### src/rtl/note_seq_pkg.sv
// Shared definitions for the note sequencer.
//   state_t : FSM encoding (IDLE / LOAD / PLAY / GAP)
//   step_t  : one step RAM record {peak, dur}
//   PEAK_W  : triangle peak / sample width
//   DUR_W   : note duration width in ticks
package note_seq_pkg;

  localparam int PEAK_W = 12;
  localparam int DUR_W  = 16;
  localparam int REC_W  = PEAK_W + DUR_W;

  typedef enum logic [1:0] {
    ST_IDLE = 2'd0,
    ST_LOAD = 2'd1,
    ST_PLAY = 2'd2,
    ST_GAP  = 2'd3
  } state_t;

  typedef struct packed {
    logic [PEAK_W-1:0] peak;
    logic [DUR_W-1:0]  dur;
  } step_t;

endpackage

### src/rtl/tri_osc.sv
// Programmable-peak triangle generator, one count step per enabled clock.
// Produces 0,1..peak,peak-1..0,1.. (period 2*peak); clr restarts at 0 counting up.
// Ports:
//   clk, reset : clock, synchronous active-high reset
//   en         : advance the waveform this cycle
//   clr        : restart at 0, direction up (has priority over en)
//   peak       : turning point of the waveform (must be nonzero while en=1)
//   sample     : current triangle value
module tri_osc
  import note_seq_pkg::*;
(
  input  logic              clk,
  input  logic              reset,
  input  logic              en,
  input  logic              clr,
  input  logic [PEAK_W-1:0] peak,
  output logic [PEAK_W-1:0] sample
);

  logic              up;
  logic [PEAK_W-1:0] inc;
  logic [PEAK_W-1:0] dec;

  assign inc = sample + PEAK_W'(1);
  assign dec = sample - PEAK_W'(1);

  always_ff @(posedge clk) begin
    if (reset || clr) begin
      sample <= '0;
      up     <= 1'b1;
    end else if (en) begin
      // The direction flips on the same edge the turning value is reached,
      // so the peak and the zero are each held for exactly one sample.
      if (up) begin
        sample <= inc;
        if (inc == peak) up <= 1'b0;
      end else begin
        sample <= dec;
        if (dec == '0) up <= 1'b1;
      end
    end
  end

endmodule

### src/rtl/note_sequencer.sv
// Melody player: steps through a small RAM of {peak, dur} records and plays
// each as a triangle tone lasting dur ticks (TICK_DIV clocks per tick).
// Build option: define SEQ_GAP_EN to insert GAP_TICKS silent ticks after
// every note; without it notes play back-to-back and no GAP state exists.
// Ports:
//   clk, reset          : clock, synchronous active-high reset
//   start / stop        : 1-cycle pulses; stop aborts and wins over start
//   loop_en             : wrap to step 0 at the end of the melody
//   prog_we/addr/peak/dur : step RAM write port, ignored while busy
//   busy                : FSM not idle
//   step_idx            : step currently loaded/playing
//   note_on             : audible tone (PLAY with nonzero peak)
//   done                : 1-cycle pulse on natural end of melody
//   signal              : triangle sample, 0 when note_on=0
module note_sequencer
  import note_seq_pkg::*;
#(
  parameter  int NUM_STEPS = 16,
  parameter  int TICK_DIV  = 100000,
  parameter  int GAP_TICKS = 10,
  localparam int AW        = $clog2(NUM_STEPS)
) (
  input  logic              clk,
  input  logic              reset,
  input  logic              start,
  input  logic              stop,
  input  logic              loop_en,
  input  logic              prog_we,
  input  logic [AW-1:0]     prog_addr,
  input  logic [PEAK_W-1:0] prog_peak,
  input  logic [DUR_W-1:0]  prog_dur,
  output logic              busy,
  output logic [AW-1:0]     step_idx,
  output logic              note_on,
  output logic              done,
  output logic [PEAK_W-1:0] signal
);

  localparam int DIV_W = (TICK_DIV > 1) ? $clog2(TICK_DIV) : 1;
  // One tick counter serves both the note duration and the gap length,
  // so it must be wide enough for either.
  localparam int GAP_W = $clog2(GAP_TICKS + 1);
  localparam int CNT_W = (GAP_W > DUR_W) ? GAP_W : DUR_W;

  localparam logic [DIV_W-1:0] DIV_LAST  = DIV_W'(TICK_DIV - 1);
  localparam logic [AW-1:0]    LAST_STEP = AW'(NUM_STEPS - 1);

  state_t              state, state_nxt;
  logic [AW-1:0]       step_nxt;
  logic                done_nxt;
  logic                done_r;

  step_t               ram [NUM_STEPS];
  step_t               rd_step;

  logic [PEAK_W-1:0]   peak_r;
  logic [DUR_W-1:0]    dur_r;
  logic [DIV_W-1:0]    div_cnt;
  logic [CNT_W-1:0]    tick_cnt;
  logic [CNT_W-1:0]    cnt_last;
  logic                tick;
  logic                tick_last;

  state_t              adv_state;
  logic [AW-1:0]       adv_step;
  logic                adv_done;

  logic                osc_en;
  logic                osc_clr;
  logic [PEAK_W-1:0]   osc_sample;
  logic                tone;

  // Step RAM: write only while idle, asynchronous read of the current step.
  always_ff @(posedge clk) begin
    if (prog_we && (state == ST_IDLE)) begin
      ram[prog_addr] <= '{peak: prog_peak, dur: prog_dur};
    end
  end

  assign rd_step = ram[step_idx];

  // Tick and duration/gap end detection
  assign tick = (div_cnt == DIV_LAST);

  always_comb begin
    cnt_last = CNT_W'(dur_r) - CNT_W'(1);
`ifdef SEQ_GAP_EN
    if (state == ST_GAP) cnt_last = CNT_W'(GAP_TICKS - 1);
`endif
  end

  assign tick_last = tick && (tick_cnt == cnt_last);

  // Where to go once a step has finished playing (and its gap, if built).
  always_comb begin
    adv_state = ST_LOAD;
    adv_step  = step_idx + AW'(1);
    adv_done  = 1'b0;
    if (step_idx == LAST_STEP) begin
      adv_step = '0;
      if (!loop_en) begin
        adv_state = ST_IDLE;
        adv_done  = 1'b1;
      end
    end
  end

  // FSM: state register
  always_ff @(posedge clk) begin
    if (reset) state <= ST_IDLE;
    else       state <= state_nxt;
  end

  // FSM: next state
  always_comb begin
    state_nxt = state;
    step_nxt  = step_idx;
    done_nxt  = 1'b0;
    if (stop) begin
      state_nxt = ST_IDLE;
    end else begin
      case (state)
        ST_IDLE: begin
          if (start) begin
            state_nxt = ST_LOAD;
            step_nxt  = '0;
          end
        end
        ST_LOAD: begin
          if (rd_step.dur == '0) begin
            // End marker: a marker at step 0 never loops, which rules out
            // spinning in LOAD on an empty melody.
            if (loop_en && (step_idx != '0)) begin
              state_nxt = ST_LOAD;
              step_nxt  = '0;
            end else begin
              state_nxt = ST_IDLE;
              done_nxt  = 1'b1;
            end
          end else begin
            state_nxt = ST_PLAY;
          end
        end
        ST_PLAY: begin
          if (tick_last) begin
`ifdef SEQ_GAP_EN
            state_nxt = ST_GAP;
`else
            state_nxt = adv_state;
            step_nxt  = adv_step;
            done_nxt  = adv_done;
`endif
          end
        end
`ifdef SEQ_GAP_EN
        ST_GAP: begin
          if (tick_last) begin
            state_nxt = adv_state;
            step_nxt  = adv_step;
            done_nxt  = adv_done;
          end
        end
`endif
        default: state_nxt = ST_IDLE;
      endcase
    end
  end

  // FSM: outputs
  always_comb begin
    tone    = (state == ST_PLAY) && (peak_r != '0);
    busy    = (state != ST_IDLE);
    note_on = tone;
    signal  = tone ? osc_sample : '0;
    osc_en  = tone;
    osc_clr = (state == ST_LOAD);
  end

  assign done = done_r;

  // Step index, latched note, tick divider and tick counter
  always_ff @(posedge clk) begin
    if (reset) begin
      step_idx <= '0;
      done_r   <= 1'b0;
      peak_r   <= '0;
      dur_r    <= '0;
      div_cnt  <= '0;
      tick_cnt <= '0;
    end else begin
      step_idx <= step_nxt;
      done_r   <= done_nxt;
      case (state)
        ST_LOAD: begin
          if (rd_step.dur != '0) begin
            peak_r <= rd_step.peak;
            dur_r  <= rd_step.dur;
          end
          div_cnt  <= '0;
          tick_cnt <= '0;
        end
        ST_PLAY, ST_GAP: begin
          // Counters wrap at the end of a note so a following gap starts clean.
          if (tick) begin
            div_cnt  <= '0;
            tick_cnt <= tick_last ? '0 : tick_cnt + CNT_W'(1);
          end else begin
            div_cnt  <= div_cnt + DIV_W'(1);
          end
        end
        default: begin
          div_cnt  <= '0;
          tick_cnt <= '0;
        end
      endcase
    end
  end

  tri_osc u_osc (
    .clk    (clk),
    .reset  (reset),
    .en     (osc_en),
    .clr    (osc_clr),
    .peak   (peak_r),
    .sample (osc_sample)
  );

endmodule

### config.mk
export PLATFORM = sky130hd
export DESIGN_NAME = note_sequencer
export DESIGN_NICKNAME = d
export VERILOG_FILES = /design/src/rtl/note_seq_pkg.sv /design/src/rtl/tri_osc.sv /design/src/rtl/note_sequencer.sv
export SDC_FILE = /design/constraint.sdc
export NUM_CORES = 1
export LEC_CHECK = 0
export CAP_MARGIN = 20
export CORE_ASPECT_RATIO = 1.1
export CORE_MARGIN = 2
export CORE_UTILIZATION = 47
export DETAILED_ROUTE_END_ITERATION = 6
export GPL_ROUTABILITY_DRIVEN = 0
export SLEW_MARGIN = 15
export SYNTH_ARGS = -nofsm -noshare
export SYNTH_HDL_FRONTEND = slang
export SYNTH_SLANG_ARGS = --single-unit
export TNS_END_PERCENT = 30
### constraint.sdc
create_clock -name clk -period 4.3 [get_ports clk]
set_input_delay 0.43 -clock clk [delete_from_list [all_inputs] [get_ports clk]]
set_output_delay 0.43 -clock clk [all_outputs]
set_load 0.01 [all_outputs]
After elaboration in Yosys (flattened, before gate mapping)

Memory sizes are Yosys's and may differ from the RTL's. A register that Yosys moved wholly into a read port is not among the register bits.
Index checks and enable logic that the tools add are counted.

Register bits: 81
Bits in writable memories: 448
Bits of input ports: 38
Output and inout bits: 19
Memories kept: 1

Memories:

| name | depth | bits a word | read ports | clocked after Yosys merged registers in | wr ports | RTL line             | RTL |
|---|---|---|---|---|---|---|---|
| ram  | 16    | 28          | 1          | 1                                       | 1        | note_sequencer.sv:53 | `step_t ram [NUM_STEPS];` |

$add $sub $neg: 6
Eq/ne operators: 11
Multiplexer cells: 29
Bitwise operators: 2
Reduce and logical (&&, ||, !) cells: 20

Operators with widths:

| cell                    | number |
|---|---|
| $mux W4                 | 7 |
| $mux W12                | 2 |
| $add A17 B1 Y17 const B | 1 |
| $eq A17 B17 Y1 const B  | 1 |
| $add A16 B1 Y16 const B | 1 |
| $eq A16 B16 Y1          | 1 |
| $logic_not A16 Y1       | 1 |
| $mux W16                | 1 |
| $reduce_bool A16 Y1     | 1 |
| $sub A16 B1 Y16 const B | 1 |
| $mux W1                 | 13 |
| $add A12 B1 Y12 const B | 1 |
| $eq A12 B12 Y1          | 1 |
| $logic_not A12 Y1       | 1 |
| $pmux W4 S3             | 1 |
| $reduce_bool A12 Y1     | 1 |
| $sub A12 B1 Y12 const B | 1 |
| $ne A2 B2 Y1 const B    | 4 |
| $mux W2                 | 3 |
| $pmux W2 S3             | 1 |
| $reduce_and A6 Y1       | 1 |
| $reduce_or A2 Y1        | 3 |
| $add A4 B1 Y4 const B   | 1 |
| $eq A2 B2 Y1 const B    | 2 |
| other kinds (12)        | 17 |

Depth between registers and ports, before layout

Gate-level depths: netlist of the first run.

Depth in word-level cells: 7
Mapped depth: 12

Hierarchy

A second synthesis of the first run with hierarchy kept.

Cells, all modules: 1,326
Area total of the unflattened synthesis: 22,028.6 µm²

By module, submodules not included:

| module         | instances | cells each | area an instance (µm²) |
|---|---|---|---|
| note_sequencer | 1         | 1,157      | 20,768.7 |
| tri_osc        | 1         | 169        | 1,260.0 |

Worst setup path before layout of the first run

No wires, ideal clock.

Path kind: flip-flop to flip-flop
Start: register state[0]
End: memory ram[0][0] in the netlist's numbering (enable)
Library setup time: 448 ps
Data arrival time: 2,986 ps
Path slack: 866 ps
Stages on the path, launching flop included: 6
Path buffers: 0
Period minus slack after synthesis: 3,434 ps
Cells stage by stage: dfxtp_1 > inv_1 > ha_1 > nand2_1 > or3_1 > nor3_1

Longest elaborated chain between the ends: 4

Ends and longest elaborated chain:

| what                          | RTL line              | RTL |
|---|---|---|
| from (decl)                   | note_sequencer.sv:48  | `state_t state, state_nxt;` |
| from (signal assigned)        | note_sequencer.sv:111 | `else state <= state_nxt;` |
| $logic_not A2 Y1              | note_sequencer.sv:75  | `if (prog_we && (state == ST_IDLE)) begin` |
| $logic_and A1 B1 Y1           | note_sequencer.sv:75  |  |
| $mux W1                       | note_sequencer.sv:75  |  |
| $mux W1 (implied by the code) | note_sequencer.sv:76  | `ram[prog_addr] <= '{peak: prog_peak, dur: prog_dur};` |
| to (decl)                     | note_sequencer.sv:53  |  |

Every way passes these cells.

Final worst setup path of the first run

Start: register state[0]
End: output port signal[3]

Longest elaborated chain between the ends: 3

Ends and longest elaborated chain:

| what                | RTL line              | RTL |
|---|---|---|
| $eq A2 B2 Y1        | note_sequencer.sv:171 | `tone = (state == ST_PLAY) && (peak_r != '0);` |
| $logic_and A1 B1 Y1 | note_sequencer.sv:171 |  |
| $mux W12            | note_sequencer.sv:174 | `signal = tone ? osc_sample : '0;` |
| to (decl)           | note_sequencer.sv:36  | `output logic [PEAK_W-1:0] signal` |

Every way passes these cells.

==> impl_metrics.json, run 1 <==
{
  "status": "complete, no violations",
  "tns_ps": 0,
  "drt-total-wl_mm": 48.25,
  "crit_family": "buffers and inverters",
  "post-route-drc-count": 0,
  "num_antenna_cells": 0,
  "tritoncts": "done",
  "grt_pass1_wl_mm": 72.84,
  "syn_area_per_cell_um2": 16.66,
  "p_leak_nw": 7.711,
  "core_um2": 45660,
  "clk_latency_ps": 600,
  "timing.fmax_mhz": 263.4,
  "rows": 82,
  "holdCritStartpoint": "div_cnt[0]",
  "min_period_ps": 3797,
  "netlist_area_um2": 21770,
  "synth_warnings": 0,
  "ys_seq_area_share_pct": 69.60,
  "synth_edf_count": 448,
  "firstDrtPassIters": 5,
  "die-area_um2": 48070,
  "via_count": 11690,
  "grt_pass1_vias": 11730,
  "fin_skew_ps": 18.52,
  "drive_gt1_share_pct": 19.09,
  "setup_viol": 0,
  "synth_nets": 1358,
  "rsz0062_at_grt": "no",
  "critical_path_class": "flop to output pin",
  "ctsResizeCount": 0,
  "slowest_delay_ps": 590,
  "drt_iter0_markers": 1006,
  "cp_num_buf_inv": 3,
  "hp-class": "flop to flop",
  "power.total_mw": 10.44,
  "htree_levels": 2,
  "wl_per_cell_um": 23.97,
  "ys_types": 68,
  "gr-total-overflow": 0,
  "cp-end-kind": "output pin",
  "maxSlewViolCount": 0,
  "crit_path_start": "state[0]",
  "dp_hpwl_mm": 28.43,
  "tightest_slew_ps": 1007,
  "crit_fanout": 19,
  "clockRootBuffer": "clkbuf_16",
  "clkSinkCount": 533,
  "synth_flop_cell": "edfxtp_1",
  "async_reset_ff_share_pct": 0,
  "die_height_um": 229.7,
  "ant_nets": 0,
  "post_cts_buffers": 0,
  "fp.dieW_um": 209.2,
  "portBuffers": 56,
  "via_per_inst": 5.807,
  "cts_hold_buffers": 0,
  "grt_antenna_before_repair": 1,
  "power.density_nw_per_um2": 420.3,
  "min_period_over_period_pct": 88.29,
  "ir_drop_mv": 0.2574,
  "grt_use_total_pct": 20.39,
  "boundaryPins": 57,
  "cts.reportedPaths.clkPinSlew_ps": 60,
  "nNetsFinal": 1437,
  "cts_buffer_depth": 3,
  "grt_max_degree": 49,
  "start_util_pct": 47.69,
  "cts_buffers": 53,
  "synth_seq_cells": 533,
  "crit_chain": "inv_1, ha_1, nand2_1, clkinv_1, and2_1, clkdlybuf4s50_1",
  "cp.required_ps": 3870,
  "finalHoldViolCount": 0,
  "worst_path_max_delay_cell": "clkinv_1",
  "fill_cells": 3574,
  "start_kind": "flop",
  "syn2layout_area_growth_pct": 14.14,
  "synthCells": 1307,
  "slew_headroom_pct": 32.87,
  "drv_cap": 0,
  "arrival_ps": 3370
}
## area by class of cell
class / instances / area [um^2] / share of cell area, %
Inverter: 21 / 78.83 / 0.3172
Timing Repair Buffer: 93 / 888.4 / 3.574
Clock inverter: 23 / 210.2 / 0.8458
Sequential cell: 533 / 15160 / 61.01
Tap cell: 588 / 735.7 / 2.960
Clock buffer: 71 / 1439 / 5.790
Multi-Input combinational cell: 684 / 6339 / 25.50
## through the flow
step | instances | setup slack (ps) | utilization (%) | instance area, um^2 | hold WS (ps)
3_5_place_dp | 1919 | 771.1 | 50.82 | 23200 | 454.5
3_3_place_gp | 1919 | 815.5 | 50.82 | 23200 | 451.1
6_report | 2013 | 503.4 | 54.43 | 24850 | 465.0
2_1_floorplan | 1307 | 865.6 | - | 21770 | 426.0
4_1_cts | 2013 | 427.0 | 54.43 | 24850 | 449.8
5_1_grt | 2013 | 272.8 | 54.43 | 24850 | 474.3
## worst paths after layout
| kind | end | slack, ps | cells past startpoint |
|---|---|---|---|
| setup reg to reg | flop | 750 | 9 |
| hold reg to reg | div_cnt[0] | 460 | 1 |
| setup / recovery | signal[3] | 500 | 6 |
| hold / removal | div_cnt[0] | 460 | 1 |
## layout by cell type (no fill, tap or decap), types with 22 or more instances in the layout
master | Yosys | final
edfxtp_1 | 448 | 448
mux4_2 | 124 | 124
nand2_1 | 116 | 116
dfxtp_1 | 85 | 83
nor2_1 | 74 | 62
clkdlybuf4s50_1 | 0 | 56
clkbuf_16 | 0 | 53
a21oi_1 | 50 | 50
xor2_1 | 36 | 36
xnor2_1 | 35 | 35
buf_4 | 1 | 33
a22oi_1 | 32 | 32
nand3_1 | 22 | 22
## synth_stat cells (all sizes together) (2+ instances only)
cell     count  share of area (%)
and2        18               0.52
nand2      116                2.0
nor2b        2              0.057
inv         20               0.34
nor4b        2              0.080
and4         6               0.24
nor4        15               0.72
o2111ai      2               0.11
o32ai        2              0.080
and3        12               0.34
a31oi        4               0.11
or2          3              0.086
nand3       22               0.51
nor2        75                1.3
edfxtp     448                 62
a2111oi      2               0.17
a211oi       2              0.069
a21oi       50                1.1
xor2        36                1.4
a211o        3               0.12
nand4bb      2               0.10
nand2b       5               0.14
nor3        22               0.51
or4          2              0.069
ha          13               0.75
buf         29               0.78
clkbuf      40               0.69
o221a        3               0.16
a22oi       32                1.1
nand3b       5               0.21
o21ai       20               0.46
or4b         2               0.11
dfxtp       85                7.8
mux2i        4               0.18
mux4       124                 13
nand4       11               0.32
or3         16               0.46
xnor2       35                1.4
## worst reg2reg max path: stages, from the launching register on
cell     delay [ps]
dfxtp_4         500
buf_12          320
mux4_2          590
a22oi_1         200
nand2_1         150
nor4_2          620
a41oi_2         250
a211o_1         460
a21oi_1         210
o32ai_1         100
## report_power, final
part           total (mW)  switching [mW]  internal, mW
logic               0.342           0.217         0.125
clock network        4.41            1.89          2.52
registers            5.69          0.0297          5.66
## metal layers
metal	wire, um	track usage (%)
met5	11	0
met1	20790	28.01
met3	2408	3.442
met2	23950	33.89
met4	1087	5.670
## sequential cells by signal, indices dropped and copies added (netlist names), named ones only
name          count
ram             448
div_cnt          17
dur_r            16
tick_cnt         16
peak_r           12
u_osc.sample     12
step_idx          4
state             2
done              1
u_osc.up          1
## logic make-up (layout without fill, tap and decap cells)
| family | after synthesis | count (layout) | share of synthesized area, % |
|---|---|---|---|
| buf+inv | 90 | 208 | 1.827 |
| simple gates | 339 | 339 | 7.890 |
| fa+ha+maj | 13 | 13 | 0.7471 |
| flops | 533 | 533 | 69.60 |
| xor+xnor | 71 | 71 | 2.856 |
| compound gates | 133 | 133 | 4.069 |
| mux | 128 | 128 | 13.01 |
Power figures use the tool's default switching activity.
==> run 2: changes to the inputs <==
--- a/config.mk
+++ b/config.mk
@@ -8,11 +8,13 @@
 export CAP_MARGIN = 20
 export CORE_ASPECT_RATIO = 1.1
 export CORE_MARGIN = 2
-export CORE_UTILIZATION = 47
+export CORE_UTILIZATION = 55
 export DETAILED_ROUTE_END_ITERATION = 6
 export GPL_ROUTABILITY_DRIVEN = 0
+export PLACE_DENSITY = 0.72
 export SLEW_MARGIN = 15
 export SYNTH_ARGS = -nofsm -noshare
 export SYNTH_HDL_FRONTEND = slang
+export SYNTH_HIERARCHICAL = 1
 export SYNTH_SLANG_ARGS = --single-unit
 export TNS_END_PERCENT = 30
==> run 2 against run 1 <==
  * Utilization grew 9.3 points
  * Highest routed layer unchanged
  * Die area shrank 13%
  * The run now ends with DRC left
  * Area after synthesis grew 1.2%
==> impl_metrics.json, run 2 <==
{
  "grt_max_degree": 51,
  "cts_hold_buffers": 0,
  "finalHoldViolCount": 0,
  "holdCritStartpoint": "div_cnt[0]",
  "synth_nets": 1377,
  "ctsResizeCount": 0,
  "cts_buffer_depth": 3,
  "clk_latency_ps": 600,
  "grt_pass1_vias": 12390,
  "syn2layout_area_growth_pct": 13.89,
  "largest_reg_flops": 448,
  "setup_viol": 0,
  "min_period_over_period_pct": 87.84,
  "arrival_ps": 4290,
  "start_kind": "flop",
  "core_um2": 39370,
  "clockRootBuffer": "clkbuf_16",
  "tritoncts": "done",
  "rows": 76,
  "nNetsFinal": 1457,
  "portBuffers": 56,
  "synthCells": 1326,
  "drv_cap": 0,
  "grt_antenna_before_repair": 3,
  "drive_gt1_share_pct": 17.98,
  "min_period_ps": 3777,
  "fill_cells": 2764,
  "drt_iter0_markers": 1294,
  "synth_edf_count": 448,
  "post_cts_buffers": 0,
  "die-area_um2": 41670,
  "netlist_area_um2": 22030,
  "boundaryPins": 57,
  "yosys-top-cells-count": "edfxtp_1, nor2_1, mux4_2, dfxtp_1, nand2_1",
  "synth_warnings": 6,
  "fp.dieW_um": 194.8,
  "ys_seq_area_share_pct": 68.79,
  "cp.required_ps": 4820,
  "grt_use_total_pct": 23.47,
  "async_reset_ff_share_pct": 0,
  "die_height_um": 213.9,
  "final_cell_area_um2": 25090,
  "cts.reportedPaths.clkPinSlew_ps": 60,
  "synth_area_leaders": "edfxtp_1, mux4_2, dfxtp_1",
  "wl_per_cell_um": 24.43,
  "via_per_inst": 6.228,
  "rsz0062_at_grt": "no",
  "critical_path_class": "flop to flop",
  "final_common_cell": "edfxtp_1",
  "drt-total-wl_mm": 47.75,
  "fin_skew_ps": 18.65,
  "via_count": 12180,
  "yosysMostFrequentCell": "edfxtp_1",
  "start_util_pct": 55.96,
  "clkSinkCount": 533,
  "maxSlewViolCount": 0,
  "htree_levels": 2,
  "ant_nets": 0,
  "largest-register": "ram",
  "firstDrtPassIters": 7,
  "hp-class": "flop to flop",
  "power.density_nw_per_um2": 428.3,
  "final_cell_mix": "edfxtp_1, mux4_2, nor2_1",
  "synth_seq_cells": 533,
  "cts_buffers": 52,
  "timing.fmax_mhz": 264.8,
  "slew_headroom_pct": 35.81,
  "ys_types": 72,
  "status": "complete, but fails checks",
  "crit_fanout": 42,
  "gr-total-overflow": 0,
  "place_area_um2": 23320,
  "yosysTopAreaCell": "edfxtp_1",
  "post-route-drc-count": 2,
  "violations": "DRC",
  "largestRegisters": "ram: 448 flops, div_cnt: 17 flops",
  "grt_pass1_wl_mm": 73.84,
  "tns_ps": 0,
  "ir_drop_mv": 0.2574,
  "yosysTopAreaCellShare_pct": 61.07,
  "cp-end-kind": "flop",
  "syn_area_per_cell_um2": 16.61,
  "p_leak_nw": 7.807,
  "synth_flop_cell": "edfxtp_1",
  "dp_hpwl_mm": 28.18,
  "tightest_slew_ps": 960.6
}
run 2: area by class of cell:
cell class / instances / area, um^2 / area share (%)
Sequential cell: 533 / 15160 / 60.44
Antenna cell: 2 / 5.005 / 0.01995
Inverter: 22 / 82.58 / 0.3292
Tap cell: 507 / 634.4 / 2.529
Clock inverter: 30 / 354.1 / 1.411
Timing Repair Buffer: 93 / 850.8 / 3.391
Clock buffer: 64 / 1409 / 5.616
Multi-Input combinational cell: 704 / 6589 / 26.26
run 2: cells by family (layout without fill, tap and decap cells):
family,after synthesis,count (layout),share of synthesized area [%]
flops,533,533,68.79
simple gates,344,344,8.077
mux,162,162,14.07
compound gates,112,112,3.573
buf+inv,89,209,1.846
xor+xnor,73,73,2.902
fa+ha+maj,13,13,0.7384
other cells,0,2,0
run 2: worst max-delay path: stages (launching register included):
cell,delay (ps)
dfxtp_4,370
buf_12,280
buf_4,400
mux4_2,560
a2bb2oi_1,150
a22oi_1,320
nand4_1,210
nor4_4,320
a31oi_1,240
nor4_4,540
mux2i_1,260
run 2: path summary, 6_finish.rpt:
check	cells past startpoint	to	slack [ps]
setup reg to reg	10	step_idx[1]	520
setup / recovery	10	step_idx[1]	520
hold / removal	1	div_cnt[0]	500
hold reg to reg	1	div_cnt[0]	500
run 2: metal layers:
metal | wire (um) | track usage, % | vias to the layer above
met3 | 4020 | 4.440 | 62
met1 | 19330 | 33.11 | 6217
met4 | 721 | 5.929 | 2
met5 | 13 | 0 | -
met2 | 23670 | 38.26 | 510
li1 | - | - | 5385
run 2: through the flow:
stage                     hold slack (ps)  power (mW)  instances  utilization [%]  setup WS [ps]
final                               501.3       10.74       1955            63.73          523.0
after global routing                545.7       11.06       1955            63.73          247.6
after CTS                           498.8       10.83       1953            63.71          468.4
after detailed placement            483.9       6.168       1859            59.24          494.1
after global placement              487.0       6.154       1859            59.24          612.5
after floorplan                     453.3       5.993       1326                -          883.0
run 2: power breakdown:
group          switching (mW)  internal (mW)
logic                   0.224          0.139
clock network            1.89           2.80
registers              0.0350           5.66
